### src/rtl/enet_bus_arbiter.sv
// ============================================================================
// Module   : enet_bus_arbiter
// Purpose  : Grants the shared DM9000A command port to one requester at a time
//            and muxes the owner's command fields onto the controller.
//            Define ENET_ARB_RR_EN for round-robin selection (default: fixed
//            priority, lowest index wins).
// Revision : 1.0 - initial release
// ============================================================================
`default_nettype none

module enet_bus_arbiter #(
  parameter int N    = 3,
  parameter int IDXW = 2
) (
  input  logic            Clock,
  input  logic            Reset,
  input  logic [N-1:0]    req_in,
  input  logic [8*N-1:0]  addr_in,
  input  logic [16*N-1:0] dataw_in,
  input  logic [3*N-1:0]  delay_in,
  input  logic [N-1:0]    start_comm_in,
  input  logic            enet_controller_rdy_in,
  output logic [N-1:0]    grant_out,
  output logic [7:0]      enet_addr_out,
  output logic [15:0]     enet_dataw_out,
  output logic [2:0]      enet_delay_out,
  output logic            enet_start_comm_out,
  output logic [IDXW-1:0] owner_out,
  output logic            busy_out
);

  typedef enum logic [1:0] {
    ST_IDLE    = 2'd0,
    ST_GRANTED = 2'd1,
    ST_RELEASE = 2'd2
  } state_t;

  localparam logic [IDXW-1:0] c_OWNER_RST = IDXW'(N - 1);

  state_t          r_state;
  state_t          w_state_nxt;
  logic [N-1:0]    r_grant;
  logic [N-1:0]    w_grant_nxt;
  logic [IDXW-1:0] r_owner;
  logic [IDXW-1:0] w_owner_nxt;
  logic [IDXW-1:0] w_winner;
  logic            w_owner_req;

`ifdef ENET_ARB_RR_EN
  // Search starts just past the last owner, so the previous owner ranks last.
  always_comb begin : p_select
    int  idx;
    logic found;
    idx      = 0;
    found    = 1'b0;
    w_winner = '0;
    for (int k = 1; k <= N; k++) begin
      idx = (int'(r_owner) + k) % N;
      if (!found && req_in[idx]) begin
        w_winner = IDXW'(idx);
        found    = 1'b1;
      end
    end
  end
`else
  always_comb begin : p_select
    w_winner = '0;
    for (int i = N - 1; i >= 0; i--) begin
      if (req_in[i]) w_winner = IDXW'(i);
    end
  end
`endif

  // The grant is one-hot on the owner, so this picks req_in[owner].
  assign w_owner_req = |(req_in & r_grant);

  always_comb begin : p_next
    w_state_nxt = r_state;
    w_grant_nxt = r_grant;
    w_owner_nxt = r_owner;
    case (r_state)
      ST_IDLE: begin
        if (|req_in) begin
          w_owner_nxt = w_winner;
          w_grant_nxt = N'(1) << w_winner;
          w_state_nxt = ST_GRANTED;
        end
      end
      ST_GRANTED: begin
        if (!w_owner_req) begin
          w_grant_nxt = '0;
          w_state_nxt = ST_RELEASE;
        end
      end
      ST_RELEASE: begin
        if (enet_controller_rdy_in) w_state_nxt = ST_IDLE;
      end
      default: begin
        w_grant_nxt = '0;
        w_state_nxt = ST_IDLE;
      end
    endcase
  end

  always_ff @(posedge Clock) begin : p_state
    if (Reset) begin
      r_state <= ST_IDLE;
      r_grant <= '0;
      r_owner <= c_OWNER_RST;
    end else begin
      r_state <= w_state_nxt;
      r_grant <= w_grant_nxt;
      r_owner <= w_owner_nxt;
    end
  end

  // AND-OR mux on the one-hot grant; all zero whenever no grant is held.
  always_comb begin : p_mux
    enet_addr_out  = '0;
    enet_dataw_out = '0;
    enet_delay_out = '0;
    for (int i = 0; i < N; i++) begin
      if (r_grant[i]) begin
        enet_addr_out  = enet_addr_out  | addr_in[8*i +: 8];
        enet_dataw_out = enet_dataw_out | dataw_in[16*i +: 16];
        enet_delay_out = enet_delay_out | delay_in[3*i +: 3];
      end
    end
  end

  assign enet_start_comm_out = |(start_comm_in & r_grant);
  assign grant_out           = r_grant;
  assign owner_out           = r_owner;
  assign busy_out            = (r_state == ST_GRANTED) || (r_state == ST_RELEASE);

endmodule

`default_nettype wire

### config.mk
export PLATFORM = sky130hd
export DESIGN_NAME = enet_bus_arbiter
export DESIGN_NICKNAME = d
export VERILOG_FILES = /design/src/rtl/enet_bus_arbiter.sv
export SDC_FILE = /design/constraint.sdc
export NUM_CORES = 1
export LEC_CHECK = 0
export ABC_CLOCK_PERIOD_IN_PS = 1660
export CAP_MARGIN = 20
export CORE_AREA = 5 5 70 72
export CTS_CLUSTER_SIZE = 30
export DETAILED_ROUTE_END_ITERATION = 16
export DIE_AREA = 0 0 75 77
export GPL_TIMING_DRIVEN = 1
export PLACE_DENSITY_LB_ADDON = 0.15
export SLEW_MARGIN = 20
export SYNTH_ARGS = -nofsm -noshare
export SYNTH_HDL_FRONTEND = slang
export SYNTH_SLANG_ARGS = --single-unit
### constraint.sdc
create_clock -name Clock -period 1.66 [get_ports Clock]
set_clock_uncertainty 0.1 [all_clocks]
set_input_delay 0.332 -clock Clock [delete_from_list [all_inputs] [get_ports Clock]]
set_output_delay 0.332 -clock Clock [all_outputs]
set_load 0.1 [all_outputs]
# Word-level counts from Yosys, hierarchy flattened
# Cells that the tools add are included.
classes:
  n_addsub: 0
  n_mul: 0
  n_div: 0
  n_lt_le_gt_ge: 0
  eq_ne: 5
  shifts: 1
  mux: 19
  bitwise: 9
  n_reduce_logical: 8
ops:
  columns: ["operator", "n"]
  rows:
  - ["$mux 16", 3]
  - ["$or 16x16->16", 2]
  - ["$mux 8", 3]
  - ["$or 8x8->8", 2]
  - ["$mux 3", 5]
  - ["$mux 2", 6]
  - ["$pmux 3 s3", 1]
  - ["$reduce_or 3->1", 3]
  - ["$and 3x3->3", 2]
  - ["$ne 2x2->1 const B", 3]
  - ["$or 3x3->3", 2]
  - ["$pmux 2 s3", 1]
  - ["$reduce_and 3->1", 2]
  - ["$shl 1x2->3 const A", 1]
  - ["$eq 2x1->1 const B", 1]
  - ["$eq 2x2->1 const B", 1]
  - ["$logic_not 2->1", 1]
  - ["$reduce_and 2->1", 1]
  - ["$logic_or 1x1->1", 1]
  - ["$not 1->1", 1]
word_totals:
  reg_bits: 7
  latch_bits: 0
  ram_bits: 0
  mem_bits_ro: 0
  input_bits: 90
  out_inout_bits: 34
  word_cells: 45
  memories: 0

# Depth between registers and ports, before layout
# Gate-level depths: netlist of run 1.
depth:
  word_depth: 6
  mapped_depth: 5
  mapped_depth_nobuf: 5

# Worst setup path after synthesis of run 1
# No wires, ideal clock.
synth_path:
  kind: "reg-to-output"
  startpoint: "reg r_grant[0] (netlist: grant_out[0])"
  endpoint: "out enet_dataw_out[10]"
  arrival_ns: 2.318
  required_ns: 1.228
  path_slack_ns: -1.090
  path_stages_with_launch: 5
  n_path_buf: 2
  cell_sequence: "dfxtp_1 > clkbuf_1 > clkbuf_1 > a222oi_1 > inv_1"
synth_via:
  elab_chain_cells: 5
synth_rtl:
  columns: ["element", "line", "text"]
  rows:
  - ["start, declared", "42", "logic [N-1:0] r_grant;"]
  - ["start signal, assigned", "112", "r_grant <= w_grant_nxt;"]
  - ["$mux 16 *", "123", "if (r_grant[i]) begin"]
  - ["$or 16x16->16", "125", "enet_dataw_out = enet_dataw_out | dataw_in[16*i +: 16];"]
  - ["$mux 16 *", "123", null]
  - ["$or 16x16->16", "125", null]
  - ["$mux 16 *", "123", null]
  - ["end, declared", "25", "output logic [15:0] enet_dataw_out,"]
# Mark *: on every way between the ends. The rest lies on a longest branch, timed or not.

# Worst setup path after layout of run 1
layout_path:
  startpoint: "in delay_in[4]"
  endpoint: "out enet_delay_out[1]"
layout_via:
  elab_chain_cells: 4
layout_rtl:
  columns: ["element", "line", "text"]
  rows:
  - ["start, declared", "20", "input logic [3*N-1:0] delay_in,"]
  - ["$or 3x3->3 *", "126", "enet_delay_out = enet_delay_out | delay_in[3*i +: 3];"]
  - ["$mux 3 *", "123", null]
  - ["$or 3x3->3", "126", null]
  - ["$mux 3 *", "123", null]
  - ["end, declared", "26", "output logic [2:0] enet_delay_out,"]
# Marked as above.

==> results of run 1 <==
-- final timing paths --
kind                                     to                      start
hold / removal    owner_out[0]$_SDFFE_PP0P_  owner_out[0]$_SDFFE_PP0P_
hold reg to reg   owner_out[0]$_SDFFE_PP0P_  owner_out[0]$_SDFFE_PP0P_
setup reg to reg  grant_out[1]$_SDFFE_PP0P_    r_state[0]$_SDFFE_PP0P_
setup / recovery          enet_delay_out[1]                delay_in[4]
-- stage by stage --
| stage | setup slack, ns | util (%) | cells | setup TNS, ns |
|---|---|---|---|---|
| 2_1_floorplan | -0.1866 | - | 110 | -3.469 |
| 3_3_place_gp | -0.3724 | 60.34 | 283 | -5.154 |
| 3_5_place_dp | -0.3917 | 60.34 | 283 | -5.452 |
| 4_1_cts | -0.1566 | 62.53 | 292 | -3.831 |
| 5_1_grt | -0.2231 | 63.15 | 293 | -5.353 |
| 6_report | -0.1571 | 63.15 | 293 | -3.529 |
-- placed cells by master, fill, tap and decap left out, types with 3 or more instances in the layout --
cell type        netlist  layout
o21ai_0                3       3
nor2_1                 3       3
inv_2                  0      30
mux2i_1                3       3
dfxtp_4                0       3
nand2b_1               5       5
dlymetal6s2s_1         0       5
dlygate4sd2_1          0      26
buf_4                  0      10
buf_12                 0      37
clkbuf_8               1       3
a222oi_1              28      28
clkdlybuf4s50_1        0      58
-- power by group through the flow --
stage / clock network, uW / registers, uW / logic, uW
2_1_floorplan: 0 / 393 / 1880
3_3_place_gp: 0 / 352 / 3120
3_5_place_dp: 0 / 350 / 3130
4_1_cts: 251 / 296 / 3280
5_1_grt: 256 / 308 / 3380
6_report: 241 / 298 / 3280
-- layer usage --
| metal | vias to the layer above | wire [um] | track usage [%] |
|---|---|---|---|
| li1 | 690 | - | - |
| met1 | 658 | 1995 | 20.33 |
| met2 | 88 | 2541 | 26.83 |
| met3 | 10 | 664 | 4.314 |
| met4 | 0 | 100 | 5.694 |
| met5 | - | 0 | 0 |
-- timing repair --
action | in CTS | in global routing
pin swaps | 14 | 11
resized for setup | 29 | 8
hold buffers | 0 | 0
endpoints found under the setup margin | 33 | 32
setup buffers | 5 | 1
-- cells by family (layout without fill, tap and decap cells) --
logic type                 Yosys count  count (layout)  share of synthesized area [%]
DFF                                  7               7                          16.35
AOI/OAI and AO/OA                   37              37                          41.17
muxes                                5               5                          6.569
buffers and inverters               42             173                          19.71
and+or+nand+nor                     16              16                          11.82
adders and majority gates            3               3                          4.380
-- flip-flops by register name, summed over array words and instances (netlist names) --
name and cells:
owner_out 2, r_state 2, grant_out 3
-- worst max-delay path, cell delays in order --
cell	delay, ns
clkdlybuf4s50_1	0.40
a222oi_1	0.39
inv_2	0.09
buf_12	0.18
-- area by class of cell --
| class | instances | share of cell area [%] |
|---|---|---|
| Multi-Input combinational cell | 61 | 22.13 |
| Sequential cell | 7 | 5.756 |
| Tap cell | 52 | 2.433 |
| Inverter | 32 | 4.492 |
| Timing Repair Buffer | 137 | 63.50 |
| Clock buffer | 4 | 1.685 |
==> flow_summary.json, run 1 <==
{
  "status": "finished with violations",
  "violations": "negative setup slack",
  "io_buffers": 123,
  "grt_use_total_pct": 16.43,
  "p_per_area_mw_per_mm2": 1427,
  "ys_types": 25,
  "placed_area_mm2": 0.002555,
  "yosys.area.top_type_share_pct": 32.70,
  "fmax_mhz": 550.3,
  "hpwl_um": 4175,
  "grt_pass1_wl_um": 7314,
  "intPower_uw": 1696,
  "viasPerCell": 4.935,
  "p_switching_uw": 2120,
  "dieArea_mm2": 0.005775,
  "pwr-share-comb_pct": 85.9,
  "ys_top_cells_by_area": "a222oi_1 33%, dfxtp_1 16%, inv_1 14%, ha_1 4.4%, nand2b_1 3.6%",
  "cp-end-kind": "output port",
  "dr.pass1.iters": 6,
  "cts.sinks": 7,
  "ys_seq_area_share_pct": 16.35,
  "start_kind": "input pin",
  "setup_viol": 28,
  "cp_max_fo": 1,
  "cts_tree": "built",
  "drt_wl_total_um": 5301,
  "period_minus_slack_ns": 1.817,
  "vias": 1446,
  "syn_to_final_growth_pct": 212.0,
  "cp.required_ns": 1.23,
  "placementRows": 24,
  "cts_buffers": 3,
  "irDropWorstVdd_v": 0.0007108,
  "coreArea_mm2": 0.004234,
  "cts_max_path_buffers": 2,
  "clkSlewWorstSetupHoldPaths_ns": 0.04,
  "relSlewSlack_pct": 74.39,
  "synth_common_cells": "32 x inv_1, 28 x a222oi_1, 7 x clkbuf_1, 7 x dfxtp_1, 5 x nand2b_1",
  "dieHeight_um": 77,
  "ant_nets": 0,
  "yosys_warnings": 0,
  "drt-initial-drc-count": 179,
  "antenna_found_initial": 0,
  "worstRegToRegCells": 5,
  "multi_input_area_um2": 591.8,
  "synth_edf_count": 0,
  "r2r_slack_ns": 0.01,
  "clk_latency_ns": 0.23,
  "antenna_cells": 0,
  "syn_inst": 110,
  "leakage_uw": 0.001235,
  "yosysMostFrequentCell": "inv_1",
  "critPathKind": "in2out",
  "hold_slack_ns": 0.3936,
  "synthFlopType": "dfxtp_1",
  "worst_pin_slew_ns": 0.3841,
  "syn_area_um2": 857.1,
  "maxCapViolCount": 0,
  "post_drt_wl_per_cell_um": 18.09,
  "routabilityCongestion": 0.7375,
  "grt_pass1_vias": 1264,
  "power_uw": 3815,
  "overflow": 0,
  "drv_slew": 0,
  "avgSynthCellArea_um2": 7.792,
  "fp.dieW_um": 75,
  "seq_power_share_pct": 7.8,
  "ys_ff_latch": 7,
  "switching_share_pct": 55.56,
  "fin_nets": 335,
  "arrival_ns": 1.39,
  "start_util_pct": 20.24,
  "fillers": 360,
  "rsz0062_at_grt": "yes",
  "htreeDepth": 1,
  "min_delay_path_depth": 2,
  "syn_nets": 203,
  "finish.instance_area_mm2": 0.002674,
  "remaining_drc_errors": 0,
  "async_flop_share_pct": 0,
  "setup_ws_ns": -0.1571,
  "clockRootBuffer": "clkbuf_8",
  "pwr-share-clk_pct": 6.3,
  "regArea_um2": 153.9,
  "synth_top_cell_by_area": "a222oi_1",
  "drive_gt1_share_pct": 38.59,
  "hold_violations": 0,
  "io_pins": 124,
  "hp-class": "reg2reg",
  "grt_max_degree": 32,
  "fin_crit_sh_pct": 109.5
}
Power figures use the tool's default switching activity.
==> inputs of run 2 (changes only) <==
- PLACE_DENSITY: not set -> 0.75
- PLACE_DENSITY_LB_ADDON: 0.15 -> not set
==> run 2 against run 1 <==
  * The run still ends with negative setup slack left
  * Register-to-register slack got worse by 0.03 ns
  * Sequential power fell by 7.7%
  * Critical path type is now reg2out
  * Via count rose by 2.5%
  * First-iteration DRC count fell by 41%
  * Power rose by 3.0%
  * Critical path depth did not move
  * Highest routed layer unchanged
  * Maximum frequency barely moved
==> flow_summary.json, run 2 (synthesized netlist as in run 1, its figures left out) <==
{
  "fin_crit_sh_pct": 109.4,
  "grt_use_total_pct": 15.88,
  "hp-class": "reg2reg",
  "hold_slack_ns": 0.3962,
  "clockRootBuffer": "clkbuf_8",
  "arrival_ns": 1.38,
  "post_drt_wl_per_cell_um": 16.62,
  "cts.sinks": 7,
  "p_per_area_mw_per_mm2": 1373,
  "htreeDepth": 1,
  "cpMaxStageDelayCell": "dfxtp_4",
  "io_pins": 124,
  "crit_buf_inv": 3,
  "fin_cells": 309,
  "seq_power_share_pct": 7.0,
  "coreArea_mm2": 0.004234,
  "dp.cells": 283,
  "cts_max_path_buffers": 2,
  "setup_ws_ns": -0.1565,
  "switching_share_pct": 54.68,
  "pwr-share-clk_pct": 6.1,
  "antenna_cells": 0,
  "remaining_drc_errors": 0,
  "clk_latency_ns": 0.23,
  "dieArea_mm2": 0.005775,
  "drive_gt1_share_pct": 42.80,
  "irDropWorstVdd_v": 0.001093,
  "final_cell_mix": "65 x clkdlybuf4s50_1, 37 x buf_12, 30 x inv_2",
  "drt-initial-drc-count": 105,
  "grt_pass1_vias": 1531,
  "cts_buffers": 3,
  "viasPerCell": 4.796,
  "placementRows": 24,
  "dieHeight_um": 77,
  "leakage_uw": 0.001323,
  "slowest_delay_ns": 0.37,
  "finish.instance_area_mm2": 0.002861,
  "ant_nets": 0,
  "hold_violations": 0,
  "drt_wl_total_um": 5136,
  "syn_to_final_growth_pct": 233.9,
  "rsz0062_at_grt": "yes",
  "intPower_uw": 1781,
  "p_switching_uw": 2149,
  "dr.pass1.iters": 4,
  "worst_pin_slew_ns": 0.4241,
  "routabilityCongestion": 0.7290,
  "violations": "negative setup slack",
  "grt_pass1_wl_um": 7127,
  "cp-end-kind": "output port",
  "overflow": 0,
  "cp_max_fo": 7,
  "cp_top_family": "buffers and inverters",
  "setup_viol": 30,
  "cts_tree": "built",
  "cp_cell_sequence": "clkbuf_16 > a222oi_1 > inv_2 > buf_12",
  "fin_nets": 351,
  "antenna_found_initial": 0,
  "fp.dieW_um": 75,
  "clkSlewWorstSetupHoldPaths_ns": 0.04,
  "holdBufCountCts": 0,
  "fmax_mhz": 550.5,
  "layout_commonest_cell": "clkdlybuf4s50_1",
  "io_buffers": 123,
  "period_minus_slack_ns": 1.816,
  "maxCapViolCount": 0,
  "largest_reg_flops": 3,
  "hpwl_um": 3705,
  "grt_max_degree": 16,
  "pwr-share-comb_pct": 86.9,
  "cp.required_ns": 1.23,
  "relSlewSlack_pct": 71.73,
  "start_kind": "flop",
  "vias": 1482,
  "placed_area_mm2": 0.002555,
  "start_util_pct": 20.24,
  "critPathKind": "reg2out",
  "status": "finished with violations",
  "drv_slew": 0
}
==> run 2: timing repair <==
| action | 4_1_cts | 5_1_grt |
|---|---|---|
| endpoints found under the setup margin | 33 | 34 |
| cloned | 0 | 2 |
| buffers inserted | 19 | 1 |
| resized for setup | 26 | 11 |
| pin swaps | 19 | 22 |
==> run 2: cell type report <==
| type | count | area, um^2 |
|---|---|---|
| inverter | 32 | 120.1 |
| timing repair buffer | 153 | 1881 |
| multi-input combinational | 61 | 596.8 |
| clock buffer | 4 | 45.04 |
| fill | 333 | 1373 |
| tap | 52 | 65.06 |
| sequential | 7 | 153.9 |
==> run 2: power by group through the flow <==
stage / Clock [uW] / Sequential [uW] / Combinational [uW]
after detailed placement: 0 / 354 / 3120
final: 239 / 275 / 3420
after global placement: 0 / 355 / 3090
after floorplan: 0 / 393 / 1880
after CTS: 242 / 266 / 3370
after global routing: 258 / 283 / 3530
==> run 2: per-stage QoR <==
| step | utilization, % | power [uW] | setup TNS (ns) | setup slack [ns] |
|---|---|---|---|---|
| after floorplan | - | 2275 | -3.469 | -0.1866 |
| after global placement | 60.34 | 3445 | -5.060 | -0.3660 |
| after detailed placement | 60.34 | 3470 | -5.535 | -0.3913 |
| after CTS | 65.43 | 3875 | -3.894 | -0.1628 |
| after global routing | 67.58 | 4072 | -5.847 | -0.2576 |
| final | 67.58 | 3930 | -3.698 | -0.1565 |
==> run 2: path summary, 6_finish.rpt <==
| check | start | end | slack, ns | cells after the start |
|---|---|---|---|---|
| setup / recovery | grant_out[0]$_SDFFE_PP0P_ | enet_addr_out[1] | -0.16 | 4 |
| hold / removal | owner_out[0]$_SDFFE_PP0P_ | owner_out[0]$_SDFFE_PP0P_ | 0.40 | 2 |
| setup reg to reg | r_state[0]$_SDFFE_PP0P_ | r_state[0]$_SDFFE_PP0P_ | -0.02 | 5 |
| hold reg to reg | owner_out[0]$_SDFFE_PP0P_ | owner_out[0]$_SDFFE_PP0P_ | 0.40 | 2 |
==> run 2: worst register-to-register path, stage by stage, from the launching register on <==
cell and delay [ns]:
dfxtp_2 0.32, inv_2 0.08, ha_4 0.14, or4b_4 0.50, o2111ai_4 0.11, mux2_4 0.32
==> run 2: layer usage <==
layer	global-route usage (%)	up-vias	wire length, um
li1	-	727	-
met1	15.39	675	1797
met2	30.75	78	2670
met3	5.752	2	658
met4	3.203	0	10
met5	0	-	0
==> inputs of run 3 (changes only) <==
--- a/constraint.sdc
+++ b/constraint.sdc
@@ -3,3 +3,3 @@
 set_input_delay 0.332 -clock Clock [delete_from_list [all_inputs] [get_ports Clock]]
 set_output_delay 0.332 -clock Clock [all_outputs]
-set_load 0.1 [all_outputs]
+set_load 0.05 [all_outputs]
==> run 3 against run 2 <==
  * The flow still finishes with violations (negative setup slack)
  * Global-route usage hardly changed
  * Register-to-register slack about the same
  * Core utilization fell by 7.0 points
  * Via count fell by 0.27%
  * Final cell count fell by 0.97%
  * Flip-flop and latch count unchanged
  * Clock-buffer cell count unchanged
  * Sequential share of layout area grew 0.58 points
  * Setup slack gained 0.029 ns
  * Sequential power hardly changed
  * Hold slack lost 0.0010 ns
  * Largest power group unchanged
  * Highest routed layer unchanged
==> flow_summary.json, run 3 (synthesized netlist as in run 1, its figures left out) <==
{
  "io_pins": 124,
  "cts.sinks": 7,
  "cts_max_path_buffers": 2,
  "syn_to_final_growth_pct": 199.1,
  "holdBufCountCts": 0,
  "power_uw": 2773,
  "grt_use_total_pct": 15.91,
  "min_delay_path_depth": 2,
  "setup_ws_ns": -0.1271,
  "cts_buffers": 3,
  "final_cell_mix": "77 x clkdlybuf4s50_1, 28 x a222oi_1, 26 x buf_6",
  "setup_viol": 29,
  "cts_tree": "built",
  "hpwl_um": 3916,
  "drv_slew": 0,
  "drt_wl_total_um": 5239,
  "dieHeight_um": 77,
  "dr.pass1.iters": 4,
  "post-place-ws_ns": -0.3563,
  "period_minus_slack_ns": 1.787,
  "tns_ns": -2.677,
  "cp.required_ns": 1.23,
  "antenna_cells": 0,
  "worst_pin_slew_ns": 0.4350,
  "critPathKind": "in2out",
  "grt_pass1_vias": 1432,
  "drive_gt1_share_pct": 38.19,
  "rsz0062_at_grt": "yes",
  "hp-class": "reg2reg",
  "fp.dieW_um": 75,
  "viasPerCell": 4.830,
  "grt_pass1_wl_um": 7162,
  "fin_nets": 348,
  "placementRows": 24,
  "clockRootBuffer": "clkbuf_8",
  "clkSlewWorstSetupHoldPaths_ns": 0.04,
  "fin_crit_sh_pct": 107.7,
  "fmax_mhz": 559.6,
  "regArea_um2": 152.6,
  "drt-initial-drc-count": 115,
  "htreeDepth": 1,
  "hold_violations": 0,
  "violations": "negative setup slack",
  "fillers": 350,
  "arrival_ns": 1.36,
  "largest_reg_flops": 3,
  "dieArea_mm2": 0.005775,
  "maxCapViolCount": 0,
  "start_util_pct": 20.24,
  "irDropWorstVdd_v": 0.0004695,
  "coreArea_mm2": 0.004234,
  "io_buffers": 123,
  "ant_nets": 0,
  "vias": 1478,
  "remaining_drc_errors": 0,
  "cp_max_fo": 1,
  "start_kind": "input pin",
  "multi_input_area_um2": 591.8,
  "routabilityCongestion": 0.8153,
  "worstRegToRegCells": 5,
  "layout_commonest_cell": "clkdlybuf4s50_1",
  "p_per_area_mw_per_mm2": 1082,
  "clk_latency_ns": 0.23,
  "antenna_found_initial": 0,
  "overflow": 0,
  "relSlewSlack_pct": 71.00,
  "leakage_uw": 0.001211,
  "cp-end-kind": "output port",
  "status": "finished with violations",
  "grt_max_degree": 32,
  "post_drt_wl_per_cell_um": 17.12
}
==> run 3: report_power, final <==
part           total, uW  switching, uW  internal [uW]
registers            272           59.4            212
clock network        238           72.3            166
logic               2260           1200           1060
==> run 3: metal layers <==
metal	GRT usage (%)	wire, um
met5	0	0
met4	4.804	76
met3	5.229	712
met2	29.53	2731
met1	16.20	1719
==> run 3: layout make-up <==
class                   count  share of cell area, %
flip-flops and latches      7                  5.954
inverters                  32                  4.685
repair buffers            150                  61.98
multi-input cells          61                  23.08
well taps                  52                  2.538
clock buffers               4                  1.757
==> run 3: final timing paths <==
check,start,end,slack (ns)
max reg2reg,r_state[1]$_SDFFE_PP0P_,r_state[0]$_SDFFE_PP0P_,-0.01
min,owner_out[0]$_SDFFE_PP0P_,owner_out[0]$_SDFFE_PP0P_,0.40
min reg2reg,owner_out[0]$_SDFFE_PP0P_,owner_out[0]$_SDFFE_PP0P_,0.40
max,addr_in[0],enet_addr_out[0],-0.13
==> run 3: metrics by stage <==
step                area (um^2)  hold WS (ns)  std cells  utilization [%]
floorplan                 934.6        0.3670        110                -
global placement           2263        0.3896        289            53.46
detailed placement         2263        0.3883        289            53.46
CTS                        2492        0.3991        301            58.87
global route               2564        0.4310        306            60.55
finish                     2564        0.3952        306            60.55
==> run 3: worst max-delay path, cell delays in order <==
cell	delay [ns]
clkdlybuf4s50_1	0.40
a222oi_1	0.41
inv_2	0.06
buf_6	0.16
==> run 3: what timing repair did <==
item | in CTS | in global routing
pin swaps | 18 | 15
setup endpoints to repair | 33 | 32
gates resized for setup | 45 | 6
buffers inserted | 8 | 5
